[src/rtl/ps2_host_tx.sv]
// Host-to-device PS/2 transmitter: clock inhibit, request-to-send, bit shifting
// on filtered device clock falling edges, odd parity, stop, ACK check and timeout.
module ps2_host_tx #(
    parameter int unsigned INHIBIT_CYCLES = 2500,
    parameter int unsigned SETUP_CYCLES   = 25,
    parameter int unsigned TIMEOUT_CYCLES = 500000,
    parameter int unsigned FILTER_CYCLES  = 8
) (
    input  logic       clk,
    input  logic       reset,
    input  logic [7:0] tx_data,
    input  logic       tx_valid,
    output logic       tx_ready,
    output logic       busy,
    output logic       done,
    output logic       error,
    input  logic       ps2_clk_in,
    input  logic       ps2_data_in,
    output logic       ps2_clk_oe,
    output logic       ps2_data_oe
);

    localparam int unsigned PHASE_MAX = (INHIBIT_CYCLES > SETUP_CYCLES) ? INHIBIT_CYCLES : SETUP_CYCLES;
    localparam int unsigned PW = $clog2(PHASE_MAX + 1);
    localparam int unsigned TW = $clog2(TIMEOUT_CYCLES + 1);
    localparam int unsigned FW = $clog2(FILTER_CYCLES + 1);

    typedef enum logic [2:0] {
        S_IDLE,
        S_INHIBIT,
        S_RTS,
        S_SHIFT,
        S_ACK,
        S_WAIT_IDLE
    } state_t;

    state_t          state;
    logic [1:0]      clk_sync;
    logic [1:0]      data_sync;
    logic            clk_s;
    logic            data_s;
    logic            clk_filt;
    logic [FW-1:0]   filt_cnt;
    logic            fall_c;
    logic [PW-1:0]   phase_cnt;
    logic [TW-1:0]   tmo_cnt;
    logic [3:0]      bit_cnt;
    logic [8:0]      shreg;

    assign clk_s  = clk_sync[1];
    assign data_s = data_sync[1];

    // A filtered falling edge is the cycle the accepted clock level goes 1 -> 0.
    assign fall_c = clk_filt & ~clk_s & (filt_cnt == FW'(FILTER_CYCLES - 1));

    // Two-flop synchronizers for the asynchronous bus pins (idle bus is high).
    always_ff @(posedge clk) begin
        if (reset) begin
            clk_sync  <= 2'b11;
            data_sync <= 2'b11;
        end else begin
            clk_sync  <= {clk_sync[0], ps2_clk_in};
            data_sync <= {data_sync[0], ps2_data_in};
        end
    end

    // Clock deglitcher: level changes only after FILTER_CYCLES consecutive differing samples.
    always_ff @(posedge clk) begin
        if (reset) begin
            clk_filt <= 1'b1;
            filt_cnt <= '0;
        end else if (clk_s == clk_filt) begin
            filt_cnt <= '0;
        end else if (filt_cnt == FW'(FILTER_CYCLES - 1)) begin
            clk_filt <= clk_s;
            filt_cnt <= '0;
        end else begin
            filt_cnt <= filt_cnt + FW'(1);
        end
    end

    // Transfer FSM with registered bus enables and handshake outputs.
    always_ff @(posedge clk) begin
        if (reset) begin
            state       <= S_IDLE;
            tx_ready    <= 1'b1;
            busy        <= 1'b0;
            done        <= 1'b0;
            error       <= 1'b0;
            ps2_clk_oe  <= 1'b0;
            ps2_data_oe <= 1'b0;
            phase_cnt   <= '0;
            tmo_cnt     <= '0;
            bit_cnt     <= '0;
            shreg       <= '0;
        end else begin
            done  <= 1'b0;
            error <= 1'b0;
            case (state)
                S_IDLE: begin
                    if (tx_valid) begin
                        shreg      <= {~^tx_data, tx_data};
                        state      <= S_INHIBIT;
                        tx_ready   <= 1'b0;
                        busy       <= 1'b1;
                        ps2_clk_oe <= 1'b1;
                        phase_cnt  <= '0;
                    end
                end
                S_INHIBIT: begin
                    if (phase_cnt == PW'(INHIBIT_CYCLES - 1)) begin
                        phase_cnt   <= '0;
                        ps2_data_oe <= 1'b1;
                        state       <= S_RTS;
                    end else begin
                        phase_cnt <= phase_cnt + PW'(1);
                    end
                end
                S_RTS: begin
                    if (phase_cnt == PW'(SETUP_CYCLES - 1)) begin
                        phase_cnt  <= '0;
                        ps2_clk_oe <= 1'b0;
                        tmo_cnt    <= '0;
                        bit_cnt    <= '0;
                        state      <= S_SHIFT;
                    end else begin
                        phase_cnt <= phase_cnt + PW'(1);
                    end
                end
                S_SHIFT, S_ACK, S_WAIT_IDLE: begin
                    tmo_cnt <= tmo_cnt + TW'(1);
                    if (tmo_cnt == TW'(TIMEOUT_CYCLES - 1)) begin
                        error       <= 1'b1;
                        state       <= S_IDLE;
                        tx_ready    <= 1'b1;
                        busy        <= 1'b0;
                        ps2_clk_oe  <= 1'b0;
                        ps2_data_oe <= 1'b0;
                        tmo_cnt     <= '0;
                        bit_cnt     <= '0;
                    end else if (state == S_SHIFT) begin
                        // Data bits LSB first, then parity, then a released (high) stop bit.
                        if (fall_c) begin
                            ps2_data_oe <= ~shreg[0];
                            shreg       <= {1'b1, shreg[8:1]};
                            bit_cnt     <= bit_cnt + 4'd1;
                            if (bit_cnt == 4'd9) begin
                                state <= S_ACK;
                            end
                        end
                    end else if (state == S_ACK) begin
                        if (fall_c) begin
                            if (!data_s) begin
                                state <= S_WAIT_IDLE;
                            end else begin
                                error       <= 1'b1;
                                state       <= S_IDLE;
                                tx_ready    <= 1'b1;
                                busy        <= 1'b0;
                                ps2_clk_oe  <= 1'b0;
                                ps2_data_oe <= 1'b0;
                                tmo_cnt     <= '0;
                                bit_cnt     <= '0;
                            end
                        end
                    end else begin
                        if (clk_filt && data_s) begin
                            done        <= 1'b1;
                            state       <= S_IDLE;
                            tx_ready    <= 1'b1;
                            busy        <= 1'b0;
                            ps2_clk_oe  <= 1'b0;
                            ps2_data_oe <= 1'b0;
                            tmo_cnt     <= '0;
                            bit_cnt     <= '0;
                        end
                    end
                end
                default: begin
                    state       <= S_IDLE;
                    tx_ready    <= 1'b1;
                    busy        <= 1'b0;
                    ps2_clk_oe  <= 1'b0;
                    ps2_data_oe <= 1'b0;
                end
            endcase
        end
    end

endmodule

[config.mk]
export PLATFORM = sky130hd
export DESIGN_NAME = ps2_host_tx
export DESIGN_NICKNAME = d
export VERILOG_FILES = /design/src/rtl/ps2_host_tx.sv
export SDC_FILE = /design/constraint.sdc
export NUM_CORES = 1
export LEC_CHECK = 0
export CORE_MARGIN = 4
export CORE_UTILIZATION = 62
export DETAILED_ROUTE_END_ITERATION = 10
export GPL_ROUTABILITY_DRIVEN = 1
export PLACE_DENSITY_LB_ADDON = 0.12
export RECOVER_POWER = 50
export SYNTH_ARGS = -nofsm -noshare
export SYNTH_HDL_FRONTEND = slang
export SYNTH_SLANG_ARGS = --single-unit
[constraint.sdc]
create_clock -name clk -period 3.25 [get_ports clk]
set_input_delay 0.975 -clock clk [delete_from_list [all_inputs] [get_ports clk]]
set_output_delay 0.975 -clock clk [all_outputs]
set_load 0.02 [all_outputs]
==> results of run 1 <==
[worst reg2reg max path, cell delays in order (launching register included)]
cell       delay [ns]
dfxtp_1          0.73
nand2b_1         0.22
a2bb2oi_1        0.39
nand2_1          0.38
buf_4            0.31
a32oi_1          0.19
o21ai_1          0.09
[metrics by stage]
stage	worst slack (ns)	std cells	total power, mW	utilization (%)	hold WS, ns
final	0.754	499	1.48	69.5	0.409
after floorplan	1.30	409	0.889	-	0.389
after global placement	0.693	486	0.928	67.0	0.393
after global routing	0.582	499	1.54	69.5	0.432
after detailed placement	0.619	486	0.930	67.0	0.398
after CTS	0.908	499	1.50	69.9	0.413
[worst min-delay path by stage]
| stage | startpoint | slack, ns | cells past startpoint | end |
|---|---|---|---|---|
| global route | clk_sync[0] | 0.43 | 1 | clk_sync[1] |
| global placement | data_sync[0] | 0.39 | 1 | data_sync[1] |
| finish | clk_sync[0] | 0.41 | 1 | clk_sync[1] |
| detailed placement | clk_sync[0] | 0.40 | 1 | clk_sync[1] |
| CTS | clk_sync[0] | 0.41 | 1 | clk_sync[1] |
| floorplan | clk_sync[0] | 0.39 | 1 | clk_sync[1] |
[sequential cells by signal (all words and copies together) (netlist names)]
| register | flops |
|---|---|
| shreg | 9 |
| data_sync | 2 |
| clk_sync | 2 |
| ps2_data_oe | 1 |
| state | 3 |
| busy | 1 |
| filt_cnt | 4 |
| bit_cnt | 4 |
| error | 1 |
| tmo_cnt | 19 |
| ps2_clk_oe | 1 |
| done | 1 |
| clk_filt | 1 |
| tx_ready | 1 |
| phase_cnt | 12 |
[cells by family after synthesis]
family	count (synthesis)	synth area share (%)
AOI/OAI and AO/OA	84	17.0
xor gates and xnor gates	22	5.53
adders and majority gates	7	2.52
buffers and inverters	36	5.75
DFF	62	35.6
muxes	10	2.87
and+or+nand+nor	188	30.7
[layout make-up]
type,count,share of cell area (%)
inverter,16,1.58
tap,72,2.37
timing repair buffer,25,5.92
sequential,62,32.6
multi-input combinational,311,53.2
clock buffer,11,3.98
clock inverter,2,0.263
[per-layer routing]
layer / track usage [%] / up-vias / wire, um
li1: - / 1529 / -
met1: 28.7 / 1399 / 3240
met2: 36.7 / 80 / 3550
met3: 6.15 / 6 / 478
met4: 6.54 / 0 / 85
met5: 0 / - / 0
[cells in the mapped netlist, types with 8 or more instances]
| master | number | area, sq um |
|---|---|---|
| o21ai_0 | 13 | 65.1 |
| nand3_1 | 33 | 165 |
| xnor2_1 | 12 | 105 |
| dfxtp_1 | 62 | 1240 |
| nor2_1 | 32 | 120 |
| nand4_1 | 15 | 93.8 |
| mux2i_1 | 10 | 100 |
| nand2_1 | 42 | 158 |
| a22o_1 | 8 | 70.1 |
| a21oi_1 | 15 | 75.1 |
| a31oi_1 | 14 | 87.6 |
| nor3_1 | 8 | 40.0 |
| xor2_1 | 10 | 87.6 |
| inv_1 | 16 | 60.1 |
[power groups by stage]
stage	clock network, mW	logic (mW)	registers (mW)
floorplan	0	0.0849	0.804
global placement	0	0.124	0.804
finish	0.572	0.122	0.788
CTS	0.588	0.127	0.788
global route	0.615	0.137	0.790
detailed placement	0	0.126	0.804
==> reports/results.txt, run 1 <==
CTS sink count = 62
Clock Path Buffers = 2
Cell Rows = 27
Sequential Area = 0.00124 sq mm
FF-to-FF End = tmo_cnt[2]
# diodes = 0
Pint = 1.14 mW
Most frequent cells in the layout = 62 x dfxtp_1, 42 x nand2_1, 33 x nand3_1
Mapped Cells = 409
R2R cell count = 6
Reg2reg setup slack = 0.82 ns
Area growth syn-to-layout = 9.20%
Top Ports = 19
Sequential area share after synthesis = 35.6%
Total CTS buffers = 9
Crit start category = primary input
Relative slew slack = 56.8%
WL/cell = 14.7 um
Global route overflow = 0
CTS tree = built
Leak = 1.39 nW
DRT Pass-1 Iters = 4
Switching share of total power = 23.4%
Crit path buffers/inverters = 3
Slew @ Worst Pin = 0.649 ns
Final setup TNS = 0 ns
Filler Cells Inserted = 484
Initial core utilization = 63.6%
Final-report max-slew violation count = 0
# hold bufs at CTS = 0
CP endpoint kind = register
Final Hold Vio Count = 0
Crit path cell chain = dlygate4sd3_1 > clkbuf_1 > nor3_2 > buf_4 > a22oi_1 > o21ai_0
Dpl cell area = 0.00366 sq mm
Power per Cell Area = 390 mW/mm^2
Full die area = 0.00688 sq mm
FMAX = 401 MHz
Asr flop ratio synth = 0%
WP depth = 6
Combinational power share = 8.3%
Initial DRC count = 176
Post-layout minimum cycle time = 2.50 ns
Total track usage = 22.4%
Clk pin slew, worst setup/hold paths = 0.06 ns
Avg Cell Area, Syn = 8.51 sq um
Cell family with the largest share of critical-path delay = buffers and inverters
Clock power share = 38.6%
Unrepaired setup endpoints after global routing = false
NetSw = 0.347 mW
I/O Buffers = 18
Via density = 6.04
Clk root buf = clkbuf_8
Max-cap check violation count = 0
Post-Route WL = 7.35 mm
Status = completed
H-tree depth = 3
Commonest non-fill, non-tap cell in the layout = dfxtp_1
Largest stage delay on the critical path = 0.71 ns
Pin count of the biggest net entering global routing = 24
Synth unique cells = 69
Syn_nets = 429
Number of synthesized flops with an enable pin = 0
#FFs+latches synth = 62
Class of the worst hold path = reg2reg
R2R Path Start = state[1]
Clock Latency Late Sink = 0.33 ns
CP Launch Point = reset
Data arrival, critical path = 2.71 ns
Worst-path fanout max = 19
Main synth FF type = dfxtp_1
Footprint of the multi-input gates = 0.00202 sq mm
Share of cells above drive strength 1 = 10.1%
Final Skew = 0.00871 ns
Crit path required time = 3.46 ns
Vias in the first global route = 2840
Seq pwr share = 53.1%
Remaining antenna violation count after routing = 0
CP Capture Point = tmo_cnt[15]
Initial antenna violation count = 0
Nets = 445
DPL Wire Length = 5.20 mm
VDD IR-drop max = 0.408 mV
Tcrit/Tclk final = 76.8%
Synth Warn # = 0
Final setup violation count = 0
DRC viols = 0
First-pass GRT wire length = 13.0 mm
Via Count = 3014
Die W = 82.9 um
CP Class = in2reg
Die Height = 82.9 um
Post-Syn Area = 0.00348 sq mm
Core area = 0.00547 sq mm
Critical path's slowest cell = dlygate4sd3_1
Non-Filler Cell Area, Final = 0.00380 sq mm
Post-CTS Resized = 0
Routability cong. = 0.869
Postcts setup bufs = 0
(Power assumes the default switching activity.)
==> run 2, diff against run 1 <==
--- a/config.mk
+++ b/config.mk
@@ -6,7 +6,7 @@
 export NUM_CORES = 1
 export LEC_CHECK = 0
 export CORE_MARGIN = 4
-export CORE_UTILIZATION = 62
+export CORE_UTILIZATION = 54
 export DETAILED_ROUTE_END_ITERATION = 10
 export GPL_ROUTABILITY_DRIVEN = 1
 export PLACE_DENSITY_LB_ADDON = 0.12
==> constraint.sdc (replaced) <==
create_clock -name clk -period 2.2 [get_ports clk]
set_input_delay 0.66 -clock clk [delete_from_list [all_inputs] [get_ports clk]]
set_output_delay 0.66 -clock clk [all_outputs]
set_load 0.02 [all_outputs]
==> run 2 against run 1 <==
Compared with the run above: sequential power up 47%; register-to-register slack worse by 0.66 ns; clock-buffer cell count up 2; final cell count up 4.4%; critical path depth down 1; combinational power up 61%; sequential share of layout area down 1.8 points; design area up 5.9%; sequential cell count unchanged; critical path type unchanged; critical endpoint is now phase_cnt[11]; highest routed layer unchanged.
==> reports/results.txt, run 2 (synthesis gave the netlist of run 1 again) <==
DRC viols = 0
First-pass GRT wire length = 13.5 mm
Postcts setup bufs = 0
Total track usage = 21.6%
Final setup violation count = 0
Clock Latency Late Sink = 0.34 ns
Reg2reg setup slack = 0.16 ns
Worst-path fanout max = 14
Full die area = 0.00780 sq mm
Post-layout minimum cycle time = 2.05 ns
CTS sink count = 62
Leak = 1.51 nW
I/O Buffers = 18
Max-cap check violation count = 0
Via density = 5.96
Placed cells = 505
CP endpoint kind = register
DPL Wire Length = 5.55 mm
Via Count = 3103
Commonest non-fill, non-tap cell in the layout = dfxtp_1
Core area = 0.00610 sq mm
Crit start category = primary input
WL/cell = 14.8 um
Vias in the first global route = 2978
Die Height = 88.3 um
H-tree depth = 3
FF-to-FF End = tmo_cnt[17]
Final Skew = 0.00579 ns
Data arrival, critical path = 2.26 ns
Area growth syn-to-layout = 15.6%
CP Class = in2reg
Sequential Area = 0.00124 sq mm
Relative slew slack = 60.7%
CTS tree = built
Final-report max-slew violation count = 0
DRT Pass-1 Iters = 4
Clk root buf = clkbuf_8
Crit path required time = 2.42 ns
Worst hold path startpoint = data_sync[0]
Largest register FFs = 19
# diodes = 0
Most frequent cells in the layout = 61 x dfxtp_1, 42 x nand2_1, 33 x nand3_1
Status = completed
Unrepaired setup endpoints after global routing = false
R2R Path Start = tmo_cnt[1]
# hold bufs at CTS = 0
Post-Route WL = 7.73 mm
Power per Cell Area = 627 mW/mm^2
Initial antenna violation count = 0
Nets = 461
Global route overflow = 0
Filler Cells Inserted = 562
Class of the worst hold path = reg2reg
FMAX = 489 MHz
Initial DRC count = 120
Total CTS buffers = 9
Initial core utilization = 57.1%
Clock Path Buffers = 2
Hold path endpoint = data_sync[1]
Pin count of the biggest net entering global routing = 19
Final Hold Vio Count = 0
Cell Rows = 28
Slew @ Worst Pin = 0.590 ns
Hold_ws = 0.406 ns
Non-filler cells, final = 521
Tcrit/Tclk final = 93.0%
Hold path cells = 1
Registers with the most flip-flops = tmo_cnt (19), phase_cnt (12), shreg (9)
Largest register by flop count = tmo_cnt
Clk pin slew, worst setup/hold paths = 0.07 ns
R2R cell count = 6
Post-CTS Resized = 0
Footprint of the multi-input gates = 0.00204 sq mm
Die W = 88.3 um
Top Ports = 19
VDD IR-drop max = 0.455 mV
Share of cells above drive strength 1 = 14.8%
Routability cong. = 0.830
Remaining antenna violation count after routing = 0
[run 2: final cells by class]
cell class,instances,area share [%]
Clock buffer,13,4.20
Clock inverter,3,1.62
Inverter,16,1.49
Multi-Input combinational cell,311,50.7
Sequential cell,62,30.9
Tap cell,75,2.33
Timing Repair Buffer,41,8.83
[run 2: critical path, stage by stage]
cell           delay [ns]
dlygate4sd3_1        0.52
buf_4                0.16
clkbuf_1             0.48
a31o_2               0.35
nor2_1               0.08
[run 2: stage by stage]
| step | total power [mW] | setup TNS [ns] | instance area (sq um) | utilization [%] | setup WS, ns |
|---|---|---|---|---|---|
| 2_1_floorplan | 1.31 | 0 | 3480 | - | 0.275 |
| 3_3_place_gp | 1.38 | -0.0215 | 3800 | 62.4 | -0.0124 |
| 3_5_place_dp | 1.39 | -0.0767 | 3800 | 62.4 | -0.0385 |
| 4_1_cts | 2.55 | 0 | 4040 | 66.2 | 0.159 |
| 5_1_grt | 2.62 | 0 | 4030 | 66.1 | 0.0306 |
| 6_report | 2.52 | 0 | 4030 | 66.1 | 0.154 |
[run 2: report_power, final]
group / total [mW] / switching (mW) / internal, mW / leakage [nW]
clock: 1.16 / 0.432 / 0.730 / 0.120
sequential: 1.16 / 0.0181 / 1.15 / 0.504
combinational: 0.197 / 0.101 / 0.0956 / 0.891
total: 2.52 / 0.552 / 1.97 / 1.51
[run 2: worst max-delay path by stage]
stage	startpoint	slack [ns]	end	cells after the start
after CTS	phase_cnt[0]	0.16	tmo_cnt[15]	8
after detailed placement	tx_valid	-0.04	phase_cnt[8]	6
after floorplan	tmo_cnt[0]	0.28	tmo_cnt[17]	7
final	reset	0.15	phase_cnt[11]	5
after global placement	tx_valid	-0.01	phase_cnt[10]	6
after global routing	phase_cnt[0]	0.03	phase_cnt[11]	6
[run 2: per-layer routing]
layer | part of all wire (%) | GRT usage [%] | up-vias
li1 | - | - | 1564
met1 | 47 | 28.8 | 1473
met2 | 47 | 34.4 | 62
met3 | 4.6 | 5.21 | 4
met4 | 0.57 | 7.42 | 0
met5 | 0 | 0 | -
